<file path="src/rtl/imem_pkg.sv">
// Shared types and helpers for the instruction-memory port controller.
// IDX_W is the word-index width for the default 48-word memory.
package imem_pkg;

    localparam int DEPTH_DEF = 48;
    localparam int IDX_W     = $clog2(DEPTH_DEF);

    typedef enum logic {
        BOOT = 1'b0,
        RUN  = 1'b1
    } state_e;

    // Byte address to word address; callers slice off the index bits they need.
    function automatic logic [29:0] word_of(input logic [31:0] addr);
        return addr[31:2];
    endfunction

endpackage

</file>
<file path="src/rtl/imem_addr_check.sv">
// Byte address to word index, flagging misaligned or out-of-range addresses.
// Used once for the fetch address and once for the loader address.
module imem_addr_check
    import imem_pkg::*;
#(
    parameter int DEPTH = DEPTH_DEF,
    parameter int IW    = IDX_W
) (
    input  logic [31:0]   addr_i,
    output logic [IW-1:0] idx_o,
    output logic          bad_o
);

    logic [29:0] word;

    assign word  = word_of(addr_i);
    assign idx_o = word[IW-1:0];
    assign bad_o = (addr_i[1:0] != 2'b00) || (word >= 30'(DEPTH));

endmodule

</file>
<file path="src/rtl/imem_port_ctrl.sv">
// Boot-loader / fetch arbiter for the single-port instruction memory.
// Loader owns the port until its last word; then fetch wins, with bounded loader starvation.
//
//   state | meaning
//   BOOT  | loader owns the port, fetch is never granted
//   RUN   | fetch has priority; a loader write denied MAX_WAIT cycles is forced through
module imem_port_ctrl
    import imem_pkg::*;
#(
    parameter int DEPTH    = DEPTH_DEF,
    parameter int MAX_WAIT = 4
) (
    input  logic                     clk_i,
    input  logic                     rst_i,
    input  logic                     f_req_i,
    input  logic [31:0]              f_addr_i,
    output logic                     f_gnt_o,
    output logic                     f_rvalid_o,
    output logic [31:0]              f_rdata_o,
    output logic                     f_err_o,
    input  logic                     l_valid_i,
    input  logic [31:0]              l_addr_i,
    input  logic [31:0]              l_wdata_i,
    input  logic                     l_last_i,
    output logic                     l_ready_o,
    output logic                     m_en_o,
    output logic                     m_we_o,
    output logic [$clog2(DEPTH)-1:0] m_addr_o,
    output logic [31:0]              m_wdata_o,
    input  logic [31:0]              m_rdata_i,
    output logic                     booted_o
);

    localparam int AW = $clog2(DEPTH);
    localparam int WW = $clog2(MAX_WAIT + 1);
    localparam logic [WW-1:0] WAIT_MAX = WW'(MAX_WAIT);

    state_e        state_q, state_d;
    logic [WW-1:0] wait_q, wait_d;
    logic          rvalid_q, err_q;

    logic [AW-1:0] f_idx, l_idx;
    logic          f_bad, l_bad;
    logic          forced, l_acc;

    imem_addr_check #(.DEPTH(DEPTH), .IW(AW)) u_f_chk (
        .addr_i (f_addr_i),
        .idx_o  (f_idx),
        .bad_o  (f_bad)
    );

    imem_addr_check #(.DEPTH(DEPTH), .IW(AW)) u_l_chk (
        .addr_i (l_addr_i),
        .idx_o  (l_idx),
        .bad_o  (l_bad)
    );

    always_comb begin
        state_d   = state_q;
        wait_d    = wait_q;
        forced    = 1'b0;
        l_acc     = 1'b0;
        f_gnt_o   = 1'b0;
        l_ready_o = 1'b0;
        m_en_o    = 1'b0;
        m_we_o    = 1'b0;
        m_addr_o  = '0;
        m_wdata_o = '0;
        if (!rst_i) begin
            case (state_q)
                BOOT: l_ready_o = 1'b1;
                RUN: begin
                    forced = l_valid_i && (wait_q == WAIT_MAX);
                    if (f_req_i && !forced) begin
                        f_gnt_o = 1'b1;
                    end else begin
                        l_ready_o = 1'b1;
                    end
                end
                default: l_ready_o = 1'b1;
            endcase

            l_acc = l_valid_i && l_ready_o;

            // Bad addresses still complete the handshake but never touch the array.
            if (f_gnt_o && !f_bad) begin
                m_en_o   = 1'b1;
                m_addr_o = f_idx;
            end else if (l_acc && !l_bad) begin
                m_en_o    = 1'b1;
                m_we_o    = 1'b1;
                m_addr_o  = l_idx;
                m_wdata_o = l_wdata_i;
            end

            if (state_q == BOOT && l_acc && l_last_i) begin
                state_d = RUN;
            end

            if (l_acc || !l_valid_i) begin
                wait_d = '0;
            end else if (state_q == RUN && f_req_i && wait_q != WAIT_MAX) begin
                wait_d = wait_q + 1'b1;
            end
        end
    end

    always_ff @(posedge clk_i) begin
        if (rst_i) begin
            state_q  <= BOOT;
            wait_q   <= '0;
            rvalid_q <= 1'b0;
            err_q    <= 1'b0;
        end else begin
            state_q  <= state_d;
            wait_q   <= wait_d;
            rvalid_q <= f_gnt_o;
            err_q    <= f_gnt_o && f_bad;
        end
    end

    assign f_rvalid_o = rvalid_q && !rst_i;
    assign f_err_o    = err_q && !rst_i;
    assign f_rdata_o  = (f_rvalid_o && !f_err_o) ? m_rdata_i : 32'h0;
    assign booted_o   = (state_q == RUN) && !rst_i;

endmodule

</file>
<file path="config.mk">
export PLATFORM = sky130hd
export DESIGN_NAME = imem_port_ctrl
export DESIGN_NICKNAME = d
export VERILOG_FILES = /design/src/rtl/imem_pkg.sv /design/src/rtl/imem_addr_check.sv /design/src/rtl/imem_port_ctrl.sv
export SDC_FILE = /design/constraint.sdc
export NUM_CORES = 1
export LEC_CHECK = 0
export ABC_AREA = 1
export ABC_CLOCK_PERIOD_IN_PS = 1400
export CAP_MARGIN = 15
export CORE_MARGIN = 2
export CORE_UTILIZATION = 23
export CTS_CLUSTER_DIAMETER = 120
export DETAILED_ROUTE_END_ITERATION = 8
export GPL_TIMING_DRIVEN = 0
export PLACE_DENSITY = 0.85
export SLEW_MARGIN = 30
export SYNTH_ARGS = -nofsm -noshare
export SYNTH_HDL_FRONTEND = slang
export SYNTH_HIERARCHICAL = 1
export SYNTH_SLANG_ARGS = --single-unit
</file>
<file path="constraint.sdc">
create_clock -name clk_i -period 1.4 [get_ports clk_i]
set_input_delay 0.14 -clock clk_i [delete_from_list [all_inputs] [get_ports clk_i]]
set_output_delay 0.14 -clock clk_i [all_outputs]
set_load 0.02 [all_outputs]
</file>
==> key figures <==
Global routing
  • GRT Total Usage: 20.4%
  • Number of global-route vias before repair: around 2300
  • Largest net degree at the start of global routing: 11
  • Initial antenna violation count: 0
  • GRT Residual Overflow: 0
  • First-pass GRT wire length: 10500 µm

Finish
  • Most common cell after layout, fill and taps aside: inv_1
  • # nets final: 655
  • Post-layout util: 73.5%
  • Area growth syn-to-layout: 205%
  • Most frequent cells in the layout: inv_1 (90), clkdlybuf4s50_1 (70), buf_6 (65)
  • Share of layout cells above drive strength 1: 45.4%
  • N_diodes: 0

Worst setup path
  • Nature of the critical path startpoint: input port
  • Crit-path max cell delay: 0.23 ns
  • Arrival @ worst endpoint: 1.51 ns
  • Worst Path Max Fanout: 6
  • Crit end category: primary output
  • Critical-path top delay cell: nor3_4
  • Worst Path Required: 1.26 ns
  • Cell-by-cell trace of the critical path: buf_2 -> inv_2 -> nand2_2 -> nor2_4 -> nand2_2 -> nor2_1 -> nand2_1 -> nor3_4 -> nand2_4 -> buf_8 -> nor2_4 -> buf_6
  • Worst Path Class, Setup: in -> out

Synthesis
  • Mapped Cells: ~300
  • Seq cells post-synth: 6
  • Post-synthesis sequential area ratio: 8.87%
  • Synth Warn #: 6
  • Unique cell type count in the Yosys netlist: 18
  • Mapped Avg Cell Area: 4.59 µm²
  • Post-synth net total: 430
  • Mapped Area: 1350 µm²

Power and ir drop
  • Internal power: 0.752 mW
  • Clock network power share: about a quarter
  • Psw: 0.316 mW
  • Logic pwr share: 59.5%
  • Switching Fraction: 29.6%
  • Flop pwr share: 16.9%
  • Total power density per cell area: 259 nW/µm²
  • P_leak: 2.41 nW
  • Peak VDD IR: 0.279 mV

Detailed routing
  • Vias: 2411
  • Pre-Repair DR Iteration Count: 4
  • DR DRC count: 0
  • Routed vias/inst: 4.09
  • Mean routed wirelength per cell: 13.3 µm
  • Iter 0 DRT Violations: 48
  • Final antenna-violating net count: 0
  • Post-Route WL: 7840 µm

Place
  • Hpwl dp: 5110 µm
  • Pre-CTS WS: -0.997 ns
  • Port Buffers: 201
  • Final Wtd Congestion: 0.809

Floorplanning
  • Width of the chip: 80.7 µm
  • Die area: about 6500 µm²
  • Num ports: 210
  • Chip height: 80.7 µm
  • Starting Density: 24.1%
  • Placeable core area: around 5600 µm²
  • Placement row count: 27

Timing
  • Peak Freq: around 0.61 GHz
  • Setup TNS: -8.72 ns
  • Slew HR: 73.2%
  • Slew Limit Fails: 0
  • Final hold vios: 0
  • Worst setup margin: -0.249 ns
  • Worst clock skew: about 0.0013 ns
  • Worst-Margin Slew: 0.401 ns
  • RSZ-0062 raised after global routing: yes
  • Fin crit period: ~1.6 ns
  • Period utilisation layout: 118%
  • Finish-stage setup viols: 40

Hold path
  • Worst min-delay path class: in -> reg

CTS
  • CTS tree: yes
  • Total CTS buffers: 3
  • Worst-skew pair later-pin latency: 0.22 ns
  • Clk root buf: clkbuf_8
  • Num Clock Sinks: 6
  • H-tree Lvls: 1
  • Cts-stage hold buffer count: 0
  • Max clock buf depth: 2
  • Reg clk slew, reported paths: 0.04 ns

Outcome
  • Status: finished, violations left
  • Failing checks: setup timing

Run
  • Max_cap viols: 0
==> path summary, 6_finish.rpt <==
kind           startpoint            to  slack (ns)  cells after the start
min             l_valid_i       state_q        0.37                      3
max          l_addr_i[15]  m_wdata_o[9]       -0.25                     12
min reg2reg       state_q       state_q        0.49                      2
max reg2reg     wait_q[1]     wait_q[0]        0.21                      8
==> power by group through the flow <==
stage	logic, mW	clock network (mW)	registers, mW
after floorplan	0.158	0	0.182
after global placement	0.551	0	0.182
after detailed placement	0.560	0	0.182
after CTS	0.565	0.256	0.180
after global routing	0.685	0.271	0.181
final	0.636	0.252	0.180
==> kinds of logic after synthesis <==
| kind of cell | count (synthesis) | share of synthesized area, % |
|---|---|---|
| adders and majority gates | 2 | 1.85 |
| xor gates and xnor gates | 1 | 0.647 |
| AOI/OAI and AO/OA | 2 | 0.739 |
| buffers and inverters | 129 | 41.9 |
| and+or+nand+nor | 155 | 46.0 |
| DFF | 6 | 8.87 |
==> what timing repair did <==
action | CTS | global route
pin swaps | 53 | 52
cloned | 4 | 1
gates resized for setup | 556 | 130
endpoints found under the setup margin | 77 | 74
buffers inserted | 5 | 9
==> through the flow <==
stage               cells  area (µm²)  power [mW]  hold WS [ns]
floorplan             295        1360       0.340         0.209
detailed placement    568        3460       0.743         0.447
finish                590        4120        1.07         0.366
CTS                   580        3670        1.00         0.361
global route          590        4120        1.14         0.406
global placement      568        3460       0.733         0.431
==> layer usage <==
layer / global-route usage [%] / vias up / share of wire (%)
li1: - / 1227 / -
met1: 19.4 / 1059 / 32
met2: 41.7 / 115 / 58
met3: 5.17 / 10 / 8.8
met4: 7.12 / 0 / 1.3
met5: 0 / - / 0
==> critical path, delay by kind of cell <==
kind / cells / cell delay [ns]
buffers and inverters: 4 / 0.46
AND/OR/NAND/NOR: 8 / 0.89
==> cell usage after synthesis <==
master / count / area share (%)
nand3_1: 2 / 0.74
buf_4: 14 / 7.8
inv_1: 108 / 30
nand4_1: 6 / 2.8
nor2_1: 92 / 26
nor2_2: 2 / 0.92
inv_2: 1 / 0.28
xnor2_1: 1 / 0.65
nor3_2: 1 / 0.74
and2_1: 2 / 0.92
o21ai_0: 1 / 0.37
ha_1: 2 / 1.8
buf_6: 4 / 3.3
a21oi_1: 1 / 0.37
nand2_2: 3 / 1.4
clkinv_1: 2 / 0.55
nand2_1: 47 / 13
dfxtp_1: 6 / 8.9
==> sequential cells by signal (all words and copies together) (netlist names) <==
name      count
err_q         1
state_q       1
wait_q        3
rvalid_q      1
==> area by class of cell <==
class                      count  area [µm²]
buffer                        18         174
clock buffer                   3        41.3
fill                         427        1480
inverter                     111         430
multi-input combinational    161        1120
sequential                     6         124
tap                           72        90.1
timing repair buffer         219        2150
Power figures use the tool's default switching activity.
